==> src/rtl/vga_capture.sv <==
// vga_capture: receive side of the VGA link.
// Samples an external sync pair and the 16-bit ADC colour bus in the pixel clock
// domain. It recovers horizontal and vertical timing and checks the line period.
// Once the timing is locked it emits per-pixel coordinates with a valid strobe.
//
// Ports:
//   clk25        pixel clock, all logic on the rising edge
//   rst          synchronous active-high reset
//   hsync_in     raw horizontal sync
//   vsync_in     raw vertical sync
//   adc_pixel_in digitised colour, same format as the DAC-side bus
//   pixel_out    captured pixel (0 when not valid)
//   pixel_x      column 0..H_ACTIVE-1 (0 when not valid)
//   pixel_y      row 0..V_ACTIVE-1 (0 when not valid)
//   pixel_valid  pixel_out/x/y meaningful this cycle
//   frame_start  one-cycle pulse with pixel (0,0)
//   locked       timing lock status
//
// Lock FSM:
//   state      | meaning
//   SEARCH     | counting consecutive lines of period H_TOTAL
//   WAIT_FRAME | enough good lines seen, waiting for the end of vsync
//   LOCKED     | timing trusted, active-window pixels are emitted
module vga_capture #(
    parameter int H_ACTIVE        = 640,
    parameter int H_BACK_PORCH    = 48,
    parameter int H_TOTAL         = 800,
    parameter int V_ACTIVE        = 480,
    parameter int V_BACK_PORCH    = 33,
    parameter int LOCK_LINES      = 4,
    parameter int SYNC_ACTIVE_LOW = 1
) (
    input  logic        clk25,
    input  logic        rst,
    input  logic        hsync_in,
    input  logic        vsync_in,
    input  logic [15:0] adc_pixel_in,
    output logic [15:0] pixel_out,
    output logic [9:0]  pixel_x,
    output logic [9:0]  pixel_y,
    output logic        pixel_valid,
    output logic        frame_start,
    output logic        locked
);

    localparam logic [10:0] HTOT   = 11'(H_TOTAL);
    localparam logic [9:0]  HBP    = 10'(H_BACK_PORCH);
    localparam logic [9:0]  HEND   = 10'(H_BACK_PORCH + H_ACTIVE);
    localparam logic [9:0]  VBP    = 10'(V_BACK_PORCH);
    localparam logic [9:0]  VEND   = 10'(V_BACK_PORCH + V_ACTIVE);
    localparam logic [9:0]  HLOST  = 10'(H_TOTAL + 16);
    localparam logic [7:0]  LOCKN  = 8'(LOCK_LINES);
    localparam logic [9:0]  CNTMAX = 10'h3FF;

    typedef enum logic [1:0] {
        SEARCH     = 2'd0,
        WAIT_FRAME = 2'd1,
        LOCKED     = 2'd2
    } state_t;

    state_t      state;
    logic [7:0]  gc;
    logic        meas;      // a reference h_end has been seen since reset/SEARCH entry

    logic        hs_act, vs_act;    // registered, polarity normalised (1 = pulse)
    logic        hs_prev, vs_prev;
    logic [15:0] pix_r;
    logic [9:0]  hc, ln;

    logic        h_end, v_end, period_ok, win, emit;

    // Input stage; the sync levels are normalised so that 1 means "in the pulse".
    always_ff @(posedge clk25) begin
        if (rst) begin
            hs_act  <= 1'b0;
            vs_act  <= 1'b0;
            hs_prev <= 1'b0;
            vs_prev <= 1'b0;
            pix_r   <= '0;
        end else begin
            hs_act  <= (SYNC_ACTIVE_LOW != 0) ? ~hsync_in : hsync_in;
            vs_act  <= (SYNC_ACTIVE_LOW != 0) ? ~vsync_in : vsync_in;
            hs_prev <= hs_act;
            vs_prev <= vs_act;
            pix_r   <= adc_pixel_in;
        end
    end

    assign h_end     = hs_prev & ~hs_act;
    assign v_end     = vs_prev & ~vs_act;
    // hc holds (line length - 1) at the h_end that closes the line.
    assign period_ok = ({1'b0, hc} + 11'd1) == HTOT;
    assign win       = (hc >= HBP) && (hc < HEND) && (ln >= VBP) && (ln < VEND);
    assign emit      = win && (state == LOCKED);

    // Timing counters run regardless of lock; lock only gates the outputs.
    always_ff @(posedge clk25) begin
        if (rst) begin
            hc <= '0;
            ln <= '0;
        end else begin
            if (h_end)
                hc <= '0;
            else if (hc != CNTMAX)
                hc <= hc + 10'd1;

            // v_end wins over a coincident h_end, so that line becomes line 0.
            if (v_end)
                ln <= '0;
            else if (h_end && (ln != CNTMAX))
                ln <= ln + 10'd1;
        end
    end

    always_ff @(posedge clk25) begin
        if (rst) begin
            state       <= SEARCH;
            gc          <= '0;
            meas        <= 1'b0;
            pixel_out   <= '0;
            pixel_x     <= '0;
            pixel_y     <= '0;
            pixel_valid <= 1'b0;
            frame_start <= 1'b0;
            locked      <= 1'b0;
        end else begin
            case (state)
                SEARCH: begin
                    if (h_end) begin
                        if (!meas) begin
                            meas <= 1'b1;
                        end else if (period_ok) begin
                            gc <= gc + 8'd1;
                            if ((gc + 8'd1) >= LOCKN)
                                state <= WAIT_FRAME;
                        end else begin
                            gc <= '0;
                        end
                    end
                end
                WAIT_FRAME: begin
                    if (h_end && !period_ok) begin
                        state <= SEARCH;
                        gc    <= '0;
                        meas  <= 1'b0;
                    end else if (v_end) begin
                        state <= LOCKED;
                    end
                end
                LOCKED: begin
                    // A wrong period or a missing hsync both drop lock.
                    if ((h_end && !period_ok) || (!h_end && (hc >= HLOST))) begin
                        state <= SEARCH;
                        gc    <= '0;
                        meas  <= 1'b0;
                    end
                end
                default: begin
                    state <= SEARCH;
                    gc    <= '0;
                    meas  <= 1'b0;
                end
            endcase

            pixel_valid <= emit;
            pixel_out   <= emit ? pix_r : 16'd0;
            pixel_x     <= emit ? (hc - HBP) : 10'd0;
            pixel_y     <= emit ? (ln - VBP) : 10'd0;
            frame_start <= emit && (hc == HBP) && (ln == VBP);
            locked      <= (state == LOCKED);
        end
    end

endmodule

==> config.mk <==
export PLATFORM = sky130hd
export DESIGN_NAME = vga_capture
export DESIGN_NICKNAME = d
export VERILOG_FILES = /design/src/rtl/vga_capture.sv
export SDC_FILE = /design/constraint.sdc
export NUM_CORES = 1
export LEC_CHECK = 0
export BUFFER_PORTS_ARGS = -buffer_cell sky130_fd_sc_hd__buf_2
export CORE_AREA = 4 4 96 98
export DETAILED_ROUTE_END_ITERATION = 10
export DIE_AREA = 0 0 100 102
export GPL_TIMING_DRIVEN = 0
export PLACE_DENSITY = 0.61
export RECOVER_POWER = 100
export SYNTH_ARGS = -nofsm -noshare
export SYNTH_HDL_FRONTEND = slang
export SYNTH_SLANG_ARGS = --single-unit
==> constraint.sdc <==
create_clock -name clk25 -period 2.32 [get_ports clk25]
set_input_delay 0.348 -clock clk25 [delete_from_list [all_inputs] [get_ports clk25]]
set_output_delay 0.348 -clock clk25 [all_outputs]
set_load 0.005 [all_outputs]
==> impl_results.md <==
- Status: finished, final reports clean
- NumNets Final: 500
- Core area: 0.008466 sq mm
- WL/cell: 12.53 microns
- Synth-to-Final Area Change: 19.74%
- Hold Path End: hs_act
- Synthesized flop and latch total: 90
- Clk Latency, worst-skew pair: 360 ps
- Fraction of layout instances using a drive strength above 1: 18.49%
- Final core occ: 51.73%
- Crit-path slowest cell: dfxtp_1
- P per Cell Area: 644.2 mW/mm^2
- Root buf cell: clkbuf_8
- Via density: 4.901
- Synth Warn #: 0
- Rel. slew slack: 43.75%
- Async set or reset register ratio after synthesis: 0%
- CTS tree: yes
- Pins Over Slew Limit: 0
- FF-to-FF Start: hc[5]
- Post-cts hold buffer count: 0
- Yosys cell types: 50
- Worst Hold Launch: hsync_in
- DRC viols: 0
- Die width: 100 microns
- Worst reg2reg setup slack: 120 ps
- Fin crit share: 94.77%
- Pwr Total: 2.821 mW
- Die Ht: 102 microns
- Critical Path Fanout Max: 10
- FMAX: 0.4548 GHz
- Max Clock Skew: 8.682 ps
- Synth Cell Area: 0.003657 sq mm
- Worst EP required: 2610 ps
- Worst Hold Class: input pin to flop
- I/O pins: 59
- Worst hold slack: 121.4 ps
- Worst-margin pin slew: 832.7 ps
- Hold path depth: 2
- Final Hold Vio Count: 0
- Total CTS buffers: 9
- Initial antenna violation count: 0
- Syn_nets: 423
- Crit Path Class: flop to flop
- Routed WL: 7320 microns
- CP endpoint kind: flop
- Placed Area: 0.004083 sq mm
- CP peak stage delay: 500 ps
- Top Family by Delay on Critical Path: compound AO/OA/AOI/OAI gates
- Clk slew on worst S/H paths: 100 ps
- Vias: 2862
- First-pass GRT wire length: 11600 microns
- H-tree level count: 3
- Cells after Synth: 394
- WP data arrival: 2490 ps
- Register area share after synthesis: 49.26%
- GRT Resource Usage Total: 14.20%
- DRT Pass-1 Iters: 4
- R2R Path End: state[0]
- Max Buffers Root-to-Sink: 2
- CP bufs+invs: 1
- Largest net degree at the start of global routing: 19
- Worst VDD drop: 317.7 uV
- Setup TNS: 0 ps
- # diodes: 0
- Post-synth EDFFs: 0
- GRT Residual Overflow: 0
- Main synth FF type: dfxtp_1
- Setup-failing EPs final: 0
- Die ar.: 0.01020 sq mm
- # port buffers: 58
- Worst reg-to-reg path cell count: 7
- Clk sinks: 90
- Final Instance Area: 0.004379 sq mm
- Vias in the first global route: 2475
- Worst path cell trace: ha_4 -> nand4_1 -> mux2i_1 -> a2111oi_4 -> buf_4 -> o311ai_1 -> a211oi_2
- Row Count: 34
- Final antenna-violating net count: 0
- HPWL after DPL: 5178 microns
- GPL Wtd Cong: 0.8061
- Lkg Pwr: 1.854 nW
- Initial DRC count: 84
- Setup crit start kind: flop
- Initial Util: 43.20%
- Mean Syn Cell Area: 9.282 sq um
- Final worst path period need: 2199 ps
- Max Cap Viol: 0
[layout make-up]
| cell class | instances | area (sq um) |
|---|---|---|
| plain buffers | 26 | 130.1 |
| clock buffers | 9 | 123.9 |
| clock inverters | 7 | 95.09 |
| fillers | 811 | 4086 |
| inverters | 15 | 56.30 |
| multi-input cells | 263 | 1703 |
| flip-flops and latches | 90 | 1809 |
| well taps | 108 | 135.1 |
| repair buffers | 66 | 326.6 |
[routing by layer]
metal | track usage, % | vias up | wire (microns)
met3 | 3.345 | 9 | 350
met2 | 24.11 | 63 | 3632
met4 | 5.389 | 0 | 101
met1 | 17.58 | 1315 | 3236
met5 | 0 | - | 0
li1 | - | 1475 | -
[stage by stage]
step,instances,worst slack [ps]
floorplan,394,257.7
global placement,560,-95.19
detailed placement,560,-105.4
CTS,579,13.74
global route,584,-2.341
finish,584,121.4
[worst max-delay path by stage]
stage                                to  depth (start not counted)   from
final                          state[0]                          7  hc[5]
after global routing      pixel_out[12]                          9  ln[0]
after CTS                 pixel_out[12]                          9  ln[0]
after detailed placement     pixel_x[8]                          8  ln[0]
after global placement         state[0]                          7  hc[5]
after floorplan            pixel_out[0]                          9  ln[0]
[cell usage after synthesis (all sizes together) (2+ instances only)]
library cell   n  share of area, %
dfxtp         90                49
nor2          48               4.9
nor2b         24               4.1
and2          22               3.8
nand2         19               2.0
xnor2         18               4.3
a21oi         16               2.2
clkbuf        16               1.7
inv           15               1.5
xor2          12               2.9
o21ai         11               1.5
buf           10               1.7
ha             9               3.1
nand4          9               1.5
nand3          8               1.1
and3           7               1.2
nor3           6              0.82
o211ai         6               1.4
or3            5              0.86
a31oi          4              0.68
mux2i          4               1.1
o21a           4              0.82
a2111oi        3               1.2
and4           3              0.72
a211oi         2              0.55
a41oi          2              0.48
nand2b         2              0.34
o211a          2              0.55
o22ai          2              0.34
o311a          2              0.55
or2            2              0.34
[sequential cells by signal (all words and copies together), names as in the netlist]
register,flops
pix_r,16
vs_prev,1
gc,8
pixel_x,10
ln,10
hs_prev,1
locked,1
hc,10
state,2
pixel_valid,1
frame_start,1
pixel_y,10
meas,1
vs_act,1
pixel_out,16
hs_act,1
[power breakdown]
| group | total (mW) | internal, mW | switching [mW] |
|---|---|---|---|
| clock | 1.15 | 0.531 | 0.614 |
| sequential | 1.58 | 1.57 | 0.0124 |
| combinational | 0.0955 | 0.0451 | 0.0504 |
[cells by family (layout without fill, tap and decap cells)]
| kind of cell | after synthesis | in the layout | synth area share, % |
|---|---|---|---|
| muxes | 4 | 4 | 1.095 |
| xor gates and xnor gates | 30 | 30 | 7.184 |
| buffers and inverters | 41 | 123 | 4.892 |
| AOI/OAI and AO/OA | 59 | 59 | 11.43 |
| and+or+nand+nor | 161 | 161 | 23.06 |
| adders and majority gates | 9 | 9 | 3.079 |
| DFF | 90 | 90 | 49.26 |
[placed cells by master (no fill, tap or decap), drive strengths merged, types with 5 or more instances in the layout]
cell,netlist,routed
buf,10,58
xor2,12,12
nand2,19,19
o211ai,6,6
nand3,8,8
nand4,9,9
o21ai,11,11
or3,5,5
a21oi,16,16
xnor2,18,18
and2,22,22
ha,9,9
nor2b,24,24
nor2,48,48
and3,7,7
clkbuf,16,43
inv,15,19
dfxtp,90,90
nor3,6,6
[repair_timing]
action,in CTS,in global routing
resized for setup,4,12
pin swaps,2,3
setup buffers,3,5
setup endpoints to repair,38,39
gates cloned,0,0
Note: power is estimated with default switching activity, not from simulation.
